$ cat src/rtl/video_capture_if.sv
// Capture-buffer write port: wr_addr/wr_data qualified by wr_valid, accepted on wr_ready.
interface video_capture_if #(
  parameter int ADDR_W = 13
) ();
  logic [ADDR_W-1:0] wr_addr;
  logic [7:0]        wr_data;
  logic              wr_valid;
  logic              wr_ready;

  modport master (output wr_addr, output wr_data, output wr_valid, input wr_ready);
  modport slave  (input wr_addr, input wr_data, input wr_valid, output wr_ready);
endinterface

$ cat src/rtl/video_capture.sv
// Raster capture: samples serial pixels, packs 8 per byte (MSB first) and writes to a buffer.
// Optional VIDEO_CAPTURE_STATS_EN adds h_period/v_period sync-period measurement outputs.
module video_capture #(
  parameter int COLS    = 40,
  parameter int ROWS    = 200,
  parameter int H_START = 128,
  parameter int V_START = 40,
  parameter int ADDR_W  = 13
) (
  input  logic pixel_clk,
  input  logic reset,
  input  logic enable,
  input  logic video_in,
  input  logic h_sync_in,
  input  logic v_sync_in,
  video_capture_if.master wr,
  output logic frame_done,
  output logic overflow,
  output logic timing_err
`ifdef VIDEO_CAPTURE_STATS_EN
  ,
  output logic [9:0] h_period,
  output logic [9:0] v_period
`endif
);
  localparam int PIX    = COLS * 8;
  localparam int PCNT_N = (H_START > PIX) ? H_START : PIX;
  localparam int LCNT_N = (V_START > ROWS) ? V_START : ROWS;
  localparam int PCNT_W = $clog2(PCNT_N);
  localparam int LCNT_W = (LCNT_N > 1) ? $clog2(LCNT_N) : 1;
  localparam logic [LCNT_W-1:0] LAST_ROW = LCNT_W'(ROWS - 1);

  typedef enum logic [1:0] {IDLE, VWAIT, HWAIT, SHIFT} state_t;

  state_t            state, state_next;
  logic [PCNT_W-1:0] pcnt, pcnt_next;
  logic [LCNT_W-1:0] lcnt, lcnt_next;
  logic [ADDR_W-1:0] base, base_next;
  logic [6:0]        shreg;
  logic              h_prev, v_prev, h_rise, v_rise;
  logic              last_pend;
  logic              clr_sticky, set_terr, sample, byte_done, frame_end;

  assign h_rise = h_sync_in & ~h_prev;
  assign v_rise = v_sync_in & ~v_prev;

  always_ff @(posedge pixel_clk) begin
    if (!reset) state <= IDLE;
    else        state <= state_next;
  end

  // In HWAIT, pcnt==0 means "waiting for an h_sync rise"; nonzero counts clocks since it.
  always_comb begin
    state_next = state;
    pcnt_next  = pcnt;
    lcnt_next  = lcnt;
    base_next  = base;
    clr_sticky = 1'b0;
    set_terr   = 1'b0;
    sample     = 1'b0;
    byte_done  = 1'b0;
    frame_end  = 1'b0;
    if (!enable) begin
      state_next = IDLE;
    end else begin
      case (state)
        IDLE: if (v_rise) begin
          state_next = VWAIT;
          clr_sticky = 1'b1;
          pcnt_next  = '0;
          lcnt_next  = '0;
          base_next  = '0;
        end
        VWAIT: if (v_rise) begin
          lcnt_next = '0;
        end else if (h_rise) begin
          if (lcnt == LCNT_W'(V_START - 1)) begin
            state_next = HWAIT;
            lcnt_next  = '0;
            pcnt_next  = PCNT_W'(1);
          end else begin
            lcnt_next = lcnt + 1'b1;
          end
        end
        HWAIT, SHIFT: if (v_rise) begin
          state_next = VWAIT;
          set_terr   = 1'b1;
          pcnt_next  = '0;
          lcnt_next  = '0;
          base_next  = '0;
        end else if (h_rise) begin
          pcnt_next = PCNT_W'(1);
          if (state == SHIFT) begin
            set_terr = 1'b1;
            if (lcnt == LAST_ROW) begin
              state_next = IDLE;
            end else begin
              state_next = HWAIT;
              lcnt_next  = lcnt + 1'b1;
              base_next  = base + ADDR_W'(COLS);
            end
          end
        end else if (state == HWAIT) begin
          if (pcnt == PCNT_W'(H_START - 1)) begin
            state_next = SHIFT;
            pcnt_next  = '0;
          end else if (pcnt != '0) begin
            pcnt_next = pcnt + 1'b1;
          end
        end else begin
          sample    = 1'b1;
          byte_done = (pcnt[2:0] == 3'd7);
          if (pcnt == PCNT_W'(PIX - 1)) begin
            pcnt_next = '0;
            if (lcnt == LAST_ROW) begin
              state_next = IDLE;
              frame_end  = 1'b1;
            end else begin
              state_next = HWAIT;
              lcnt_next  = lcnt + 1'b1;
              base_next  = base + ADDR_W'(COLS);
            end
          end else begin
            pcnt_next = pcnt + 1'b1;
          end
        end
        default: state_next = IDLE;
      endcase
    end
  end

  always_ff @(posedge pixel_clk) begin
    if (!reset) begin
      pcnt        <= '0;
      lcnt        <= '0;
      base        <= '0;
      shreg       <= '0;
      h_prev      <= 1'b0;
      v_prev      <= 1'b0;
      last_pend   <= 1'b0;
      wr.wr_addr  <= '0;
      wr.wr_data  <= '0;
      wr.wr_valid <= 1'b0;
      frame_done  <= 1'b0;
      overflow    <= 1'b0;
      timing_err  <= 1'b0;
    end else begin
      pcnt       <= pcnt_next;
      lcnt       <= lcnt_next;
      base       <= base_next;
      h_prev     <= h_sync_in;
      v_prev     <= v_sync_in;
      frame_done <= 1'b0;
      if (sample) shreg <= {shreg[5:0], video_in};
      if (wr.wr_valid && wr.wr_ready) begin
        wr.wr_valid <= 1'b0;
        last_pend   <= 1'b0;
        if (last_pend) frame_done <= 1'b1;
      end
      if (clr_sticky) begin
        overflow   <= 1'b0;
        timing_err <= 1'b0;
      end
      if (set_terr) timing_err <= 1'b1;
      // A dropped byte still consumes its address; the holding register is untouched.
      if (byte_done) begin
        if (wr.wr_valid && !wr.wr_ready) begin
          overflow <= 1'b1;
          if (frame_end) frame_done <= 1'b1;
        end else begin
          wr.wr_valid <= 1'b1;
          wr.wr_addr  <= base + ADDR_W'(pcnt >> 3);
          wr.wr_data  <= {shreg, video_in};
          last_pend   <= frame_end;
        end
      end
    end
  end

`ifdef VIDEO_CAPTURE_STATS_EN
  logic [9:0] h_cnt, v_cnt, v_inc;

  assign v_inc = (h_rise && v_cnt != 10'h3ff) ? v_cnt + 10'd1 : v_cnt;

  always_ff @(posedge pixel_clk) begin
    if (!reset) begin
      h_cnt    <= '0;
      v_cnt    <= '0;
      h_period <= '0;
      v_period <= '0;
    end else begin
      if (h_rise) begin
        h_period <= h_cnt;
        h_cnt    <= 10'd1;
      end else if (h_cnt != 10'h3ff) begin
        h_cnt <= h_cnt + 10'd1;
      end
      if (v_rise) begin
        v_period <= v_inc;
        v_cnt    <= '0;
      end else begin
        v_cnt <= v_inc;
      end
    end
  end
`endif
endmodule

$ cat src/flat_wrapper.sv
// flat-port wrapper written by rule: the top's interface ports become plain ports
module video_capture_flat 
#(
  parameter int COLS    = 40,
  parameter int ROWS    = 200,
  parameter int H_START = 128,
  parameter int V_START = 40,
  parameter int ADDR_W  = 13
)
  (pixel_clk, reset, enable, video_in, h_sync_in, v_sync_in, frame_done, overflow, timing_err, wr_wr_addr, wr_wr_data, wr_wr_valid, wr_wr_ready);
  video_capture_if #(.ADDR_W(ADDR_W)) wr_i ();
  input  logic pixel_clk;
  input  logic reset;
  input  logic enable;
  input  logic video_in;
  input  logic h_sync_in;
  input  logic v_sync_in;
  output logic frame_done;
  output logic overflow;
  output logic timing_err;
  output wire logic [$bits(wr_i.wr_addr)-1:0] wr_wr_addr;
  output wire logic [$bits(wr_i.wr_data)-1:0] wr_wr_data;
  output wire logic [$bits(wr_i.wr_valid)-1:0] wr_wr_valid;
  input wire logic [$bits(wr_i.wr_ready)-1:0] wr_wr_ready;
  assign wr_wr_addr = wr_i.wr_addr;
  assign wr_wr_data = wr_i.wr_data;
  assign wr_wr_valid = wr_i.wr_valid;
  assign wr_i.wr_ready = wr_wr_ready;
  video_capture #(.COLS(COLS), .ROWS(ROWS), .H_START(H_START), .V_START(V_START), .ADDR_W(ADDR_W)) u_core (.pixel_clk(pixel_clk), .reset(reset), .enable(enable), .video_in(video_in), .h_sync_in(h_sync_in), .v_sync_in(v_sync_in), .wr(wr_i), .frame_done(frame_done), .overflow(overflow), .timing_err(timing_err));
endmodule
$ cat config.mk
export PLATFORM = sky130hd
export DESIGN_NAME = video_capture_flat
export DESIGN_NICKNAME = d
export VERILOG_FILES = /design/src/rtl/video_capture_if.sv /design/src/rtl/video_capture.sv /design/src/flat_wrapper.sv
export SDC_FILE = /design/constraint.sdc
export NUM_CORES = 1
export LEC_CHECK = 0
export ABC_AREA = 1
export CAP_MARGIN = 40
export CORE_UTILIZATION = 45
export CTS_CLUSTER_SIZE = 10
export DETAILED_ROUTE_END_ITERATION = 7
export GPL_ROUTABILITY_DRIVEN = 0
export GPL_TIMING_DRIVEN = 0
export PLACE_DENSITY_LB_ADDON = 0.25
export REMOVE_ABC_BUFFERS = 1
export SLEW_MARGIN = 15
export SYNTH_ARGS = -nofsm -noshare
export SYNTH_HDL_FRONTEND = slang
export SYNTH_SLANG_ARGS = --single-unit
$ cat constraint.sdc
create_clock -name pixel_clk -period 1.8 [get_ports pixel_clk]
set_input_delay 0.27 -clock pixel_clk [delete_from_list [all_inputs] [get_ports pixel_clk]]
set_output_delay 0.27 -clock pixel_clk [all_outputs]
set_load 0.005 [all_outputs]
==> results of run 1 <==
-- worst reg2reg max path, stage by stage, from the launching register on --
cell      delay, ps
dfxtp_2         440
nor2_2          100
nand2_2         100
nand2_1          60
clkinv_1        120
nand3_1          90
nor2_2          200
nand2_4         130
buf_4           160
o21bai_2         90
nand2_1          50
nor2_1           70
-- cells by family (layout without fill, tap and decap cells) --
| logic type | after synthesis | after routing | share of synthesized area |
|---|---|---|---|
| simple gates | 273 | 274 | 0.364 |
| fa+ha+maj | 8 | 8 | 0.0290 |
| compound gates | 91 | 91 | 0.140 |
| flops | 64 | 64 | 0.371 |
| xor+xnor | 5 | 5 | 0.0127 |
| buf+inv | 69 | 117 | 0.0830 |
-- cell usage after synthesis, types with 2 or more instances --
cell	instances	share of area
a21o_1	3	0.0065
a21oi_1	49	0.071
buf_2	2	0.0029
buf_4	2	0.0043
buf_6	2	0.0065
clkbuf_1	7	0.0076
clkinv_1	2	0.0022
clkinv_2	2	0.0029
dfxtp_1	64	0.37
ha_1	8	0.029
inv_1	47	0.051
inv_2	5	0.0054
nand2_1	112	0.12
nand2_2	5	0.0091
nand2_4	4	0.013
nand3_1	41	0.059
nand4_1	9	0.016
nor2_1	78	0.085
nor2_2	5	0.0091
nor2_4	4	0.013
nor3_1	7	0.010
nor3_2	2	0.0058
o21ai_0	26	0.038
o21ai_1	8	0.012
o21bai_2	2	0.0065
xnor2_1	2	0.0051
xor2_1	3	0.0076
-- cell type report --
type                    count  area (sq um)  share of cell area
multi-input cells         378          2010               0.470
flip-flops and latches     64          1290               0.302
repair buffers             45           445               0.104
inverters                  56           233              0.0545
clock buffers               9           124              0.0290
well taps                  99           124              0.0290
clock inverters             7          47.5              0.0111
-- sequential cells by signal, summed over array words and instances, names as in the netlist, 2 cells and up --
| name | count |
|---|---|
| u_core.wr.wr_addr | 13 |
| u_core.base | 10 |
| u_core.pcnt | 9 |
| u_core.lcnt | 8 |
| u_core.wr.wr_data | 8 |
| u_core.shreg | 7 |
| u_core.state | 2 |
-- layer usage --
layer / wire (um) / GRT usage / vias up
met3: 355 / 0.0402 / 11
met1: 3710 / 0.270 / 1498
met4: 153 / 0.0895 / 0
met5: 0 / 0 / -
li1: - / - / 1742
met2: 3640 / 0.327 / 80
-- power by group through the flow --
| stage | clock [mW] | combinational, mW | sequential, mW |
|---|---|---|---|
| floorplan | 0 | 0.165 | 1.48 |
| global placement | 0 | 0.228 | 1.49 |
| detailed placement | 0 | 0.245 | 1.49 |
| CTS | 1.13 | 0.251 | 1.45 |
| global route | 1.19 | 0.309 | 1.46 |
| finish | 1.10 | 0.278 | 1.46 |
-- per-stage QoR --
stage                     area, sq um  hold slack, ps
final                            4270             228
after global routing             4270             257
after CTS                        4100             465
after detailed placement         3850             454
after global placement           3810             452
after floorplan                  3380             363
-- what timing repair did --
item,4_1_cts,5_1_grt
resized for setup,15,28
pin swaps,5,13
hold buffers,0,0
gates cloned,0,1
setup endpoints to repair,52,51
setup buffers,2,10
-- worst paths after layout --
kind | from | endpoint | slack [ps] | depth (start not counted)
setup / recovery | u_core.state[0]$_SDFFE_PN0P_ | u_core.lcnt[3]$_SDFFE_PN0P_ | 140 | 11
hold / removal | v_sync_in | u_core.v_prev$_SDFF_PN0_ | 230 | 3
hold reg to reg | u_core.shreg[6]$_SDFFE_PN0P_ | u_core.wr.wr_data[7]$_SDFFE_PN0P_ | 460 | 2
setup reg to reg | u_core.state[0]$_SDFFE_PN0P_ | u_core.lcnt[3]$_SDFFE_PN0P_ | 140 | 11
==> qor.txt, run 1 <==
final-layout fill cell count: 686
Via density: 5.06
I/O pin cnt: 32
layout net count: 569
vias in the first global route: 2,863
Die W: 89.6 um
dpl cells: 629
Syn Area/Cell: 6.77 sq um
GRT overflow: 0
Largest delay share family, worst path: simple AND/OR/NAND/NOR gates
H-tree lvl count: 3
final wirelength: 7850 um
CTS tree: built
initial core utilization: 0.471
Antenna Nets Post-Route: 0
Final Cycle Share: 0.923
setup TNS: 0 ps
crit-path cells: nor2_2 > nand2_2 > nand2_1 > clkinv_1 > nand3_1 > nor2_2 > nand2_4 > buf_4 > o21bai_2 > nand2_1 > nor2_1
ys async rst share: 0
DRT iter0 DRCs: 151
RSZ-0062 raised after global routing: no
Lkg Pwr: 1.73 nW
CP endpoint kind: flop
Port Buf Inserts: 31
Post-synth EDFFs: 0
n_diodes: 0
endpoints failing hold: 0
Setup CP Type: reg -> reg
Final setup viols: 0
crit path buf inv count: 2
worst slew margin relative to its limit: 0.664
CP Data Required Time: 2090 ps
DP HPWL: 5410 um
status: finished, final reports clean
P_int: 2.03 mW
initial antenna violation count: 0
routed via count: 3,331
pwr/cell area: 664 nW/um^2
VDD IR-drop max: 0.398 mV
P_sw: 0.806 mW
Slowest cell on crit path: dfxtp_2
largest net degree at the start of global routing: 29
WL/cell: 11.9 um
Sequential Power Share: 0.514
Sw Ratio: 0.284
row count: 31
die area: 8020 sq um
clock latency on the worst-skew pair: 360 ps
Gate Count Post-Synth: 510
min setup slack post-route: 138 ps
Area Overhead vs Synth: 23.8%
total core area: 7330 sq um
fin. max-slew vios: 0
Crit path largest cell delay: 440 ps
Global Route Usage Sum: 0.205
commonest non-fill, non-tap cell in the layout: nand2_1
minimum clock period: 1660 ps
worst clock skew: 12.9 ps
CTS clk-pin slew, worst paths: 70 ps
global-route wire length before repair: 12,800 um
CTS sink cnt: 64
clock buffer depth: 2
DRT Pass-1 Iters: 5
Hold Path Class: in -> reg
DRC: 0
post-layout util: 0.583
Critical Path AT: 1950 ps
CTS buffer count: 9
Primary FF master, synth: dfxtp_1
Yosys reg bits: 64
fraction of layout cells with a size suffix above 1: 0.157
commonest cells after routing, fill and taps aside: 108 x nand2_1, 72 x nor2_1, 57 x dfxtp_1
Logic pwr share: 0.098
Achievable Freq: 0.602 GHz
Die Height: 89.6 um
Mapped Area: 3450 sq um
Layout Cells excl Fill: 658
proportion of synthesized chip area in sequential cells: 0.371
Max Cap Violations: 0
worst slew pin tran: 503 ps
CTS root buf: clkbuf_8
largest fanout on the critical path: 8
Yosys warnings: 0
Clock Power Share: 0.388
overall power: 2.84 mW
distinct cell type count after synthesis: 36
dpl ws: -608 ps
critical path launch point type: flop
Power figures use the tool's default switching activity.
==> inputs of run 2 (changes only) <==
--- a/config.mk
+++ b/config.mk
@@ -14,7 +14,6 @@
 export GPL_TIMING_DRIVEN = 0
 export PLACE_DENSITY_LB_ADDON = 0.25
 export REMOVE_ABC_BUFFERS = 1
-export SLEW_MARGIN = 15
 export SYNTH_ARGS = -nofsm -noshare
 export SYNTH_HDL_FRONTEND = slang
 export SYNTH_SLANG_ARGS = --single-unit
==> results of run 2 <==
The final DEF is identical to that of run 1; final timing and power are the same.
